File: src/rtl/dm_pkg.sv
// Shared definitions for the disparity-map datapath: frame geometry, BRAM widths and
// the row-loader state encoding.
package dm_pkg;

  localparam int unsigned HRES                = 640;
  localparam int unsigned VRES                = 480;
  localparam int unsigned NUM_OF_ROWS_IN_BRAM = 8;
  localparam int unsigned BRAM_DATA_WIDTH     = 16;
  localparam int unsigned BRAM_ADDR_WIDTH     = 13;
  localparam int unsigned BRAM_WE_WIDTH       = 1;

  typedef enum logic [1:0] {
    StIdle,
    StPrime,
    StRun,
    StRefill
  } state_e;

endpackage

File: src/rtl/bram_row_loader_if.sv
// Pixel-pair stream in, BRAM port-A write bus out. The loader uses the master modport,
// the stream source / BRAM side uses the slave modport.
interface bram_row_loader_if #(
  parameter int unsigned DataWidth = 16,
  parameter int unsigned AddrWidth = 13,
  parameter int unsigned WeWidth   = 1
);

  logic                 s_valid;
  logic                 s_ready;
  logic [DataWidth-1:0] s_data_search;
  logic [DataWidth-1:0] s_data_ref;

  logic                 ena;
  logic [WeWidth-1:0]   wea;
  logic [AddrWidth-1:0] addra;
  logic [DataWidth-1:0] dina_search;
  logic [DataWidth-1:0] dina_ref;

  modport master (
    input  s_valid, s_data_search, s_data_ref,
    output s_ready, ena, wea, addra, dina_search, dina_ref
  );

  modport slave (
    output s_valid, s_data_search, s_data_ref,
    input  s_ready, ena, wea, addra, dina_search, dina_ref
  );

endinterface

File: src/rtl/row_addr_gen.sv
// Column counter plus running slot base for the circular row buffer; the base steps by
// HRES per completed row and wraps after the last slot, so no multiplier is needed.
module row_addr_gen #(
  parameter int unsigned HRES       = 640,
  parameter int unsigned NUM_ROWS   = 8,
  parameter int unsigned ADDR_WIDTH = 13
) (
  input  logic                  clk_i,
  input  logic                  rst_i,
  input  logic                  clr_i,
  input  logic                  adv_i,
  output logic [ADDR_WIDTH-1:0] addr_o,
  output logic                  row_done_o,
  output logic                  mid_row_o
);

  localparam int unsigned ColW = (HRES > 1) ? $clog2(HRES) : 1;
  localparam logic [ColW-1:0]       LastCol  = ColW'(HRES - 1);
  localparam logic [ADDR_WIDTH-1:0] RowStep  = ADDR_WIDTH'(HRES);
  localparam logic [ADDR_WIDTH-1:0] LastBase = ADDR_WIDTH'(HRES * (NUM_ROWS - 1));

  logic [ColW-1:0]       col_q, col_d;
  logic [ADDR_WIDTH-1:0] base_q, base_d;
  logic                  last_col;

  assign last_col   = (col_q == LastCol);
  assign row_done_o = adv_i && last_col;
  assign mid_row_o  = (col_q != '0);
  assign addr_o     = base_q + ADDR_WIDTH'(col_q);

  always_comb begin
    col_d  = col_q;
    base_d = base_q;
    if (clr_i) begin
      col_d  = '0;
      base_d = '0;
    end else if (adv_i) begin
      if (last_col) begin
        col_d  = '0;
        base_d = (base_q == LastBase) ? '0 : base_q + RowStep;
      end else begin
        col_d = col_q + ColW'(1);
      end
    end
  end

  always_ff @(posedge clk_i) begin
    if (rst_i) begin
      col_q  <= '0;
      base_q <= '0;
    end else begin
      col_q  <= col_d;
      base_q <= base_d;
    end
  end

endmodule

File: src/rtl/bram_row_loader.sv
// Port-A sequencer for the search/ref BRAM pair: primes the row window, then refills the
// oldest slot after each finished_row until the whole frame has been loaded.
module bram_row_loader #(
  parameter int unsigned HRES                = dm_pkg::HRES,
  parameter int unsigned VRES                = dm_pkg::VRES,
  parameter int unsigned NUM_OF_ROWS_IN_BRAM = dm_pkg::NUM_OF_ROWS_IN_BRAM,
  parameter int unsigned BRAM_DATA_WIDTH     = dm_pkg::BRAM_DATA_WIDTH,
  parameter int unsigned BRAM_ADDR_WIDTH     = dm_pkg::BRAM_ADDR_WIDTH,
  parameter int unsigned BRAM_WE_WIDTH       = dm_pkg::BRAM_WE_WIDTH
) (
  input  logic                                   clka,
  input  logic                                   reset,
  input  logic                                   frame_start,
  input  logic                                   finished_row,
  bram_row_loader_if.master                      bus_io,
  output logic                                   go,
  output logic                                   busy_search,
  output logic                                   busy_ref,
  output logic [$clog2(NUM_OF_ROWS_IN_BRAM)-1:0] oldest_slot,
  output logic                                   frame_done
);

  import dm_pkg::*;

  localparam int unsigned SlotW = $clog2(NUM_OF_ROWS_IN_BRAM);
  localparam int unsigned RowW  = $clog2(VRES + 1);

  state_e                     state_q, state_d;
  logic [RowW-1:0]            rows_q, rows_d;
  logic [SlotW-1:0]           oldest_q, oldest_d;
  logic                       go_q, go_d;
  logic                       busy_q, busy_d;
  logic                       frame_done_q, frame_done_d;
  logic                       ena_q;
  logic [BRAM_WE_WIDTH-1:0]   wea_q;
  logic [BRAM_ADDR_WIDTH-1:0] addra_q, addra_d;
  logic [BRAM_DATA_WIDTH-1:0] dina_search_q, dina_search_d;
  logic [BRAM_DATA_WIDTH-1:0] dina_ref_q, dina_ref_d;

  logic                       s_ready;
  logic                       xfer;
  logic                       start_frame;
  logic                       row_done;
  logic                       mid_row;
  logic [BRAM_ADDR_WIDTH-1:0] row_addr;

  assign s_ready     = (state_q == StPrime) || (state_q == StRefill);
  assign xfer        = bus_io.s_valid && s_ready;
  assign start_frame = (state_q == StIdle) && frame_start;

  row_addr_gen #(
    .HRES       (HRES),
    .NUM_ROWS   (NUM_OF_ROWS_IN_BRAM),
    .ADDR_WIDTH (BRAM_ADDR_WIDTH)
  ) u_row_addr_gen (
    .clk_i      (clka),
    .rst_i      (reset),
    .clr_i      (start_frame),
    .adv_i      (xfer),
    .addr_o     (row_addr),
    .row_done_o (row_done),
    .mid_row_o  (mid_row)
  );

  always_comb begin
    state_d      = state_q;
    rows_d       = rows_q;
    oldest_d     = oldest_q;
    frame_done_d = 1'b0;
    unique case (state_q)
      StIdle: begin
        if (frame_start) begin
          state_d  = StPrime;
          rows_d   = '0;
          oldest_d = '0;
        end
      end
      StPrime: begin
        if (row_done) begin
          rows_d = rows_q + RowW'(1);
          if (rows_q == RowW'(NUM_OF_ROWS_IN_BRAM - 1)) state_d = StRun;
        end
      end
      StRun: begin
        if (finished_row) begin
          if (rows_q < RowW'(VRES)) begin
            state_d = StRefill;
          end else begin
            state_d      = StIdle;
            frame_done_d = 1'b1;
          end
        end
      end
      StRefill: begin
        if (row_done) begin
          rows_d   = rows_q + RowW'(1);
          oldest_d = (oldest_q == SlotW'(NUM_OF_ROWS_IN_BRAM - 1)) ? '0 : oldest_q + SlotW'(1);
          state_d  = StRun;
        end
      end
      default: state_d = StIdle;
    endcase
  end

  // go trails entry to StRun by a cycle, so it rises after the final write has landed.
  always_comb begin
    go_d          = (state_q == StRun) && !finished_row;
    busy_d        = xfer || (s_ready && mid_row);
    addra_d       = addra_q;
    dina_search_d = dina_search_q;
    dina_ref_d    = dina_ref_q;
    if (xfer) begin
      addra_d       = row_addr;
      dina_search_d = bus_io.s_data_search;
      dina_ref_d    = bus_io.s_data_ref;
    end
  end

  always_ff @(posedge clka) begin
    if (reset) begin
      state_q       <= StIdle;
      rows_q        <= '0;
      oldest_q      <= '0;
      go_q          <= 1'b0;
      busy_q        <= 1'b0;
      frame_done_q  <= 1'b0;
      ena_q         <= 1'b0;
      wea_q         <= '0;
      addra_q       <= '0;
      dina_search_q <= '0;
      dina_ref_q    <= '0;
    end else begin
      state_q       <= state_d;
      rows_q        <= rows_d;
      oldest_q      <= oldest_d;
      go_q          <= go_d;
      busy_q        <= busy_d;
      frame_done_q  <= frame_done_d;
      ena_q         <= xfer;
      wea_q         <= {BRAM_WE_WIDTH{xfer}};
      addra_q       <= addra_d;
      dina_search_q <= dina_search_d;
      dina_ref_q    <= dina_ref_d;
    end
  end

  assign bus_io.s_ready     = s_ready;
  assign bus_io.ena         = ena_q;
  assign bus_io.wea         = wea_q;
  assign bus_io.addra       = addra_q;
  assign bus_io.dina_search = dina_search_q;
  assign bus_io.dina_ref    = dina_ref_q;
  assign go                 = go_q;
  assign busy_search        = busy_q;
  assign busy_ref           = busy_q;
  assign oldest_slot        = oldest_q;
  assign frame_done         = frame_done_q;

endmodule
File: src/flat_wrapper.sv
// flat-port wrapper written by rule: the top's interface ports become plain ports
module bram_row_loader_flat import dm_pkg::*;
#(
  parameter int unsigned HRES                = dm_pkg::HRES,
  parameter int unsigned VRES                = dm_pkg::VRES,
  parameter int unsigned NUM_OF_ROWS_IN_BRAM = dm_pkg::NUM_OF_ROWS_IN_BRAM,
  parameter int unsigned BRAM_DATA_WIDTH     = dm_pkg::BRAM_DATA_WIDTH,
  parameter int unsigned BRAM_ADDR_WIDTH     = dm_pkg::BRAM_ADDR_WIDTH,
  parameter int unsigned BRAM_WE_WIDTH       = dm_pkg::BRAM_WE_WIDTH
)
  (clka, reset, frame_start, finished_row, go, busy_search, busy_ref, oldest_slot, frame_done, bus_io_s_valid, bus_io_s_data_search, bus_io_s_data_ref, bus_io_s_ready, bus_io_ena, bus_io_wea, bus_io_addra, bus_io_dina_search, bus_io_dina_ref);
  bram_row_loader_if bus_io_i ();
  input  logic clka;
  input  logic reset;
  input  logic frame_start;
  input  logic finished_row;
  output logic go;
  output logic busy_search;
  output logic busy_ref;
  output logic [$clog2(NUM_OF_ROWS_IN_BRAM)-1:0] oldest_slot;
  output logic frame_done;
  input wire logic [$bits(bus_io_i.s_valid)-1:0] bus_io_s_valid;
  input wire logic [$bits(bus_io_i.s_data_search)-1:0] bus_io_s_data_search;
  input wire logic [$bits(bus_io_i.s_data_ref)-1:0] bus_io_s_data_ref;
  output wire logic [$bits(bus_io_i.s_ready)-1:0] bus_io_s_ready;
  output wire logic [$bits(bus_io_i.ena)-1:0] bus_io_ena;
  output wire logic [$bits(bus_io_i.wea)-1:0] bus_io_wea;
  output wire logic [$bits(bus_io_i.addra)-1:0] bus_io_addra;
  output wire logic [$bits(bus_io_i.dina_search)-1:0] bus_io_dina_search;
  output wire logic [$bits(bus_io_i.dina_ref)-1:0] bus_io_dina_ref;
  assign bus_io_i.s_valid = bus_io_s_valid;
  assign bus_io_i.s_data_search = bus_io_s_data_search;
  assign bus_io_i.s_data_ref = bus_io_s_data_ref;
  assign bus_io_s_ready = bus_io_i.s_ready;
  assign bus_io_ena = bus_io_i.ena;
  assign bus_io_wea = bus_io_i.wea;
  assign bus_io_addra = bus_io_i.addra;
  assign bus_io_dina_search = bus_io_i.dina_search;
  assign bus_io_dina_ref = bus_io_i.dina_ref;
  bram_row_loader #(.HRES(HRES), .VRES(VRES), .NUM_OF_ROWS_IN_BRAM(NUM_OF_ROWS_IN_BRAM), .BRAM_DATA_WIDTH(BRAM_DATA_WIDTH), .BRAM_ADDR_WIDTH(BRAM_ADDR_WIDTH), .BRAM_WE_WIDTH(BRAM_WE_WIDTH)) u_core (.clka(clka), .reset(reset), .frame_start(frame_start), .finished_row(finished_row), .bus_io(bus_io_i), .go(go), .busy_search(busy_search), .busy_ref(busy_ref), .oldest_slot(oldest_slot), .frame_done(frame_done));
endmodule
File: config.mk
export PLATFORM = sky130hd
export DESIGN_NAME = bram_row_loader_flat
export DESIGN_NICKNAME = d
export VERILOG_FILES = /design/src/rtl/dm_pkg.sv /design/src/rtl/bram_row_loader_if.sv /design/src/rtl/row_addr_gen.sv /design/src/rtl/bram_row_loader.sv /design/src/flat_wrapper.sv
export SDC_FILE = /design/constraint.sdc
export NUM_CORES = 1
export LEC_CHECK = 0
export ABC_AREA = 1
export BUFFER_PORTS_ARGS = -buffer_cell sky130_fd_sc_hd__buf_2
export CAP_MARGIN = 25
export CORE_UTILIZATION = 59
export CTS_BUF_LIST = sky130_fd_sc_hd__clkbuf_4 sky130_fd_sc_hd__clkbuf_8
export DETAILED_ROUTE_END_ITERATION = 8
export GPL_ROUTABILITY_DRIVEN = 0
export PLACE_DENSITY_LB_ADDON = 0.1
export SYNTH_ARGS = -nofsm -noshare
export SYNTH_HDL_FRONTEND = slang
export SYNTH_SLANG_ARGS = --single-unit
export TNS_END_PERCENT = 20
File: constraint.sdc
create_clock -name clka -period 3.9 [get_ports clka]
set_clock_uncertainty 0.1 [all_clocks]
set_input_delay 0.195 -clock clka [delete_from_list [all_inputs] [get_ports clka]]
set_output_delay 0.195 -clock clka [all_outputs]
set_load 0.02 [all_outputs]
==> flow_metrics.tcl <==
set metrics [dict create \
    run_status "finished, violations left" \
    violations "hold timing" \
    placementRows 27 \
    syn_inst 475 \
    ys_warn_count 0 \
    grt_pass1_vias 3229 \
    rr_worst_depth 7 \
    total_power_mw 2.47 \
    cts_tree "built" \
    hold_end "u_core.bus_io.dina_ref[10]" \
    clk_pin_slew_ns 0.08 \
    dp_hpwl_um 5410 \
    maxCapViolCount 0 \
    fin_hold_ws_ns -0.00163 \
    slew_headroom_pct 53.5 \
    routed_wl_um 8750 \
    tightestPinTransition_ns 0.697 \
    power_density_nw_per_um2 569 \
    p_sw_share_pct 35.6 \
    synth_seq_cells 79 \
    overflow 0 \
    drt_iter0_drc 170 \
    clockPowerShare_pct 29.8 \
    fin_crit_sh_pct 66.0 \
    synth.distinct_cells 33 \
    hold_depth 3 \
    syn_nets 521 \
    syn_to_final_growth_pct 24.6 \
    via_per_inst 5.29 \
    first_pass_iters 4 \
    min_period_ns 2.57 \
    fin_ws_ns 1.33 \
    nets 619 \
    cts_sinks 79 \
    io_pins 92 \
    cts_setup_buffers 0 \
    yosysSeqAreaShare_pct 45.3 \
    die_area_um2 6220 \
    avgSynthCellArea_um2 7.34 \
    fmax_ghz 0.388 \
    synth.cell_area_um2 3490 \
    io_buffer_count 91 \
    setup_tns_ns 0 \
    finalCoreUtilization_pct 77.5 \
    synth_edf_count 0 \
    root_buffer "clkbuf_8" \
    start_util_pct 62.2 \
    holdCritPathClass "in2reg" \
    avgRoutedWirePerCell_um 13.5 \
    rsz0062_at_grt "false" \
    drc 0 \
    grt_first_pass_wirelength_um 14200 \
    cts-htree-levels 3 \
    seqCellArea_um2 1580 \
    dp_cells 618 \
    clock_path_buffers 2 \
    critPathMaxFanout 55 \
    groute.usage.overall_pct 29.4 \
    cts_resized 0 \
    ir_drop_v 0.000330 \
    stdcell_count 650 \
    seqPwrFrac_pct 40.7 \
    multiInputGateArea_um2 1610 \
    r2r_start "u_core.state_q[0]" \
    async_flop_share_pct 0 \
    vias 3437 \
    detail-route-antenna-nets 0 \
    cp.arrival_ns 2.72 \
    nFillCells 449 \
    die_height_um 78.9 \
    r2r_slack_ns 1.33 \
    placed_area_um2 3950 \
    p_switching_uw 880 \
    post-place-ws_ns 1.39 \
    grt_max_degree 56 \
    worstPathRequired_ns 4.05 \
    grt_antenna_before_repair 0 \
    ys.flop_type "dfxtp_1" \
    end_kind "flip-flop" \
    intPower_mw 1.59 \
    worstSetupPathType "reg2reg" \
    combinationalPowerShare_pct 29.5 \
    start_kind "flip-flop" \
    fin_area_um2 4350 \
    clk_latency_ns 0.35 \
    num_antenna_cells 0 \
    hold_path_startpoint "bus_io_s_data_ref[10]" \
    power.leakage_nw 2.05 \
    rr_endpoint "u_core.rows_q[0]" \
    layout-drive-gt1-share_pct 22.1 \
    slew_violations 0 \
    numCtsBuffers 9 \
    setup_viol 0 \
    finalHoldViolations 1 \
    die_x_um 78.9 \
    core_um2 5610 \
]
## layout make-up
cell class,instances,share of cell area [%]
tap,72,2.07
clock buffer,10,3.02
clock inverter,6,2.50
multi-input combinational,327,37.0
timing repair buffer,108,14.8
inverter,48,4.20
sequential,79,36.4
## what timing repair did
| action | 4_1_cts | 5_1_grt |
|---|---|---|
| endpoints found under the hold margin | 16 | 0 |
| hold buffers | 16 | 0 |
| endpoints found under the setup margin | 0 | 0 |
## worst max-delay path, stage by stage (launching register included)
cell and delay [ns]:
dfxtp_1 0.58, nand2_4 0.36, inv_4 0.54, nand3_4 0.26
nand2_2 0.27, inv_1 0.13, a21oi_1 0.14, nor2_1 0.05
## cells in the final DEF, fill, tap and decap left out, types with 9 or more instances in the layout
cell / instances
dfxtp_1: 79
inv_1: 45
nand3_1: 30
nor3_1: 9
clkbuf_8: 9
dlygate4sd3_1: 16
o21ai_0: 47
ha_1: 9
nand2_1: 57
buf_2: 91
a21oi_1: 27
nor2_1: 112
## power by group through the flow
stage | Sequential (mW) | Clock [mW] | Combinational (mW)
CTS | 1.00 | 0.736 | 0.722
finish | 1.01 | 0.737 | 0.730
global placement | 1.02 | 0 | 0.678
global route | 1.02 | 0.780 | 0.806
detailed placement | 1.02 | 0 | 0.699
floorplan | 1.14 | 0 | 0.391
## cells by family after synthesis
group / count (synthesis) / share of synthesized area (%)
buffers and inverters: 69 / 8.50
AND/OR/NAND/NOR: 231 / 29.3
XOR/XNOR: 4 / 1.00
adder cells (fa/ha/maj): 9 / 3.23
flip-flops: 79 / 45.3
AO/OA/AOI/OAI: 83 / 12.6
## state kept, by name, indices dropped and copies added (netlist names)
name and flops:
u_core.go 1, u_core.busy_ref 1, u_core.bus_io.ena 1, u_core.bus_io.addra 13, u_core.state_q 2, u_core.u_row_addr_gen.base_q 6, u_core.rows_q 9, u_core.bus_io.dina_ref 16
u_core.bus_io.dina_search 16, u_core.u_row_addr_gen.col_q 10, u_core.oldest_slot 3, u_core.frame_done 1
## how the worst max path moves through the flow
stage	startpoint	endpoint	slack, ns
2_1_floorplan	u_core.u_row_addr_gen.col_q[1]	u_core.state_q[0]	2.39
3_3_place_gp	u_core.state_q[0]	u_core.rows_q[0]	1.49
3_5_place_dp	u_core.state_q[0]	u_core.rows_q[0]	1.39
4_1_cts	u_core.state_q[0]	u_core.rows_q[0]	1.35
5_1_grt	u_core.state_q[0]	u_core.rows_q[8]	1.09
6_report	u_core.state_q[0]	u_core.rows_q[0]	1.33
## Yosys cell counts (4+ instances only)
| library cell | count | area (um^2) |
|---|---|---|
| nor2_1 | 112 | 420 |
| dfxtp_1 | 79 | 1580 |
| nand2_1 | 57 | 214 |
| o21ai_0 | 47 | 235 |
| inv_1 | 45 | 169 |
| nand3_1 | 30 | 150 |
| a21oi_1 | 27 | 135 |
| clkbuf_1 | 14 | 52.6 |
| ha_1 | 9 | 113 |
| nor3_1 | 9 | 45.0 |
| nand4_1 | 5 | 31.3 |
| nand2_2 | 4 | 25.0 |
| nor2_2 | 4 | 25.0 |
## per-layer routing
| metal | vias up | global-route usage [%] | share of wire, % |
|---|---|---|---|
| li1 | 1724 | - | - |
| met1 | 1572 | 33.8 | 42 |
| met2 | 116 | 50.4 | 50 |
| met3 | 25 | 6.90 | 5.4 |
| met4 | 0 | 15.6 | 3.1 |
| met5 | - | 0 | 0 |
Power figures use the tool's default switching activity.
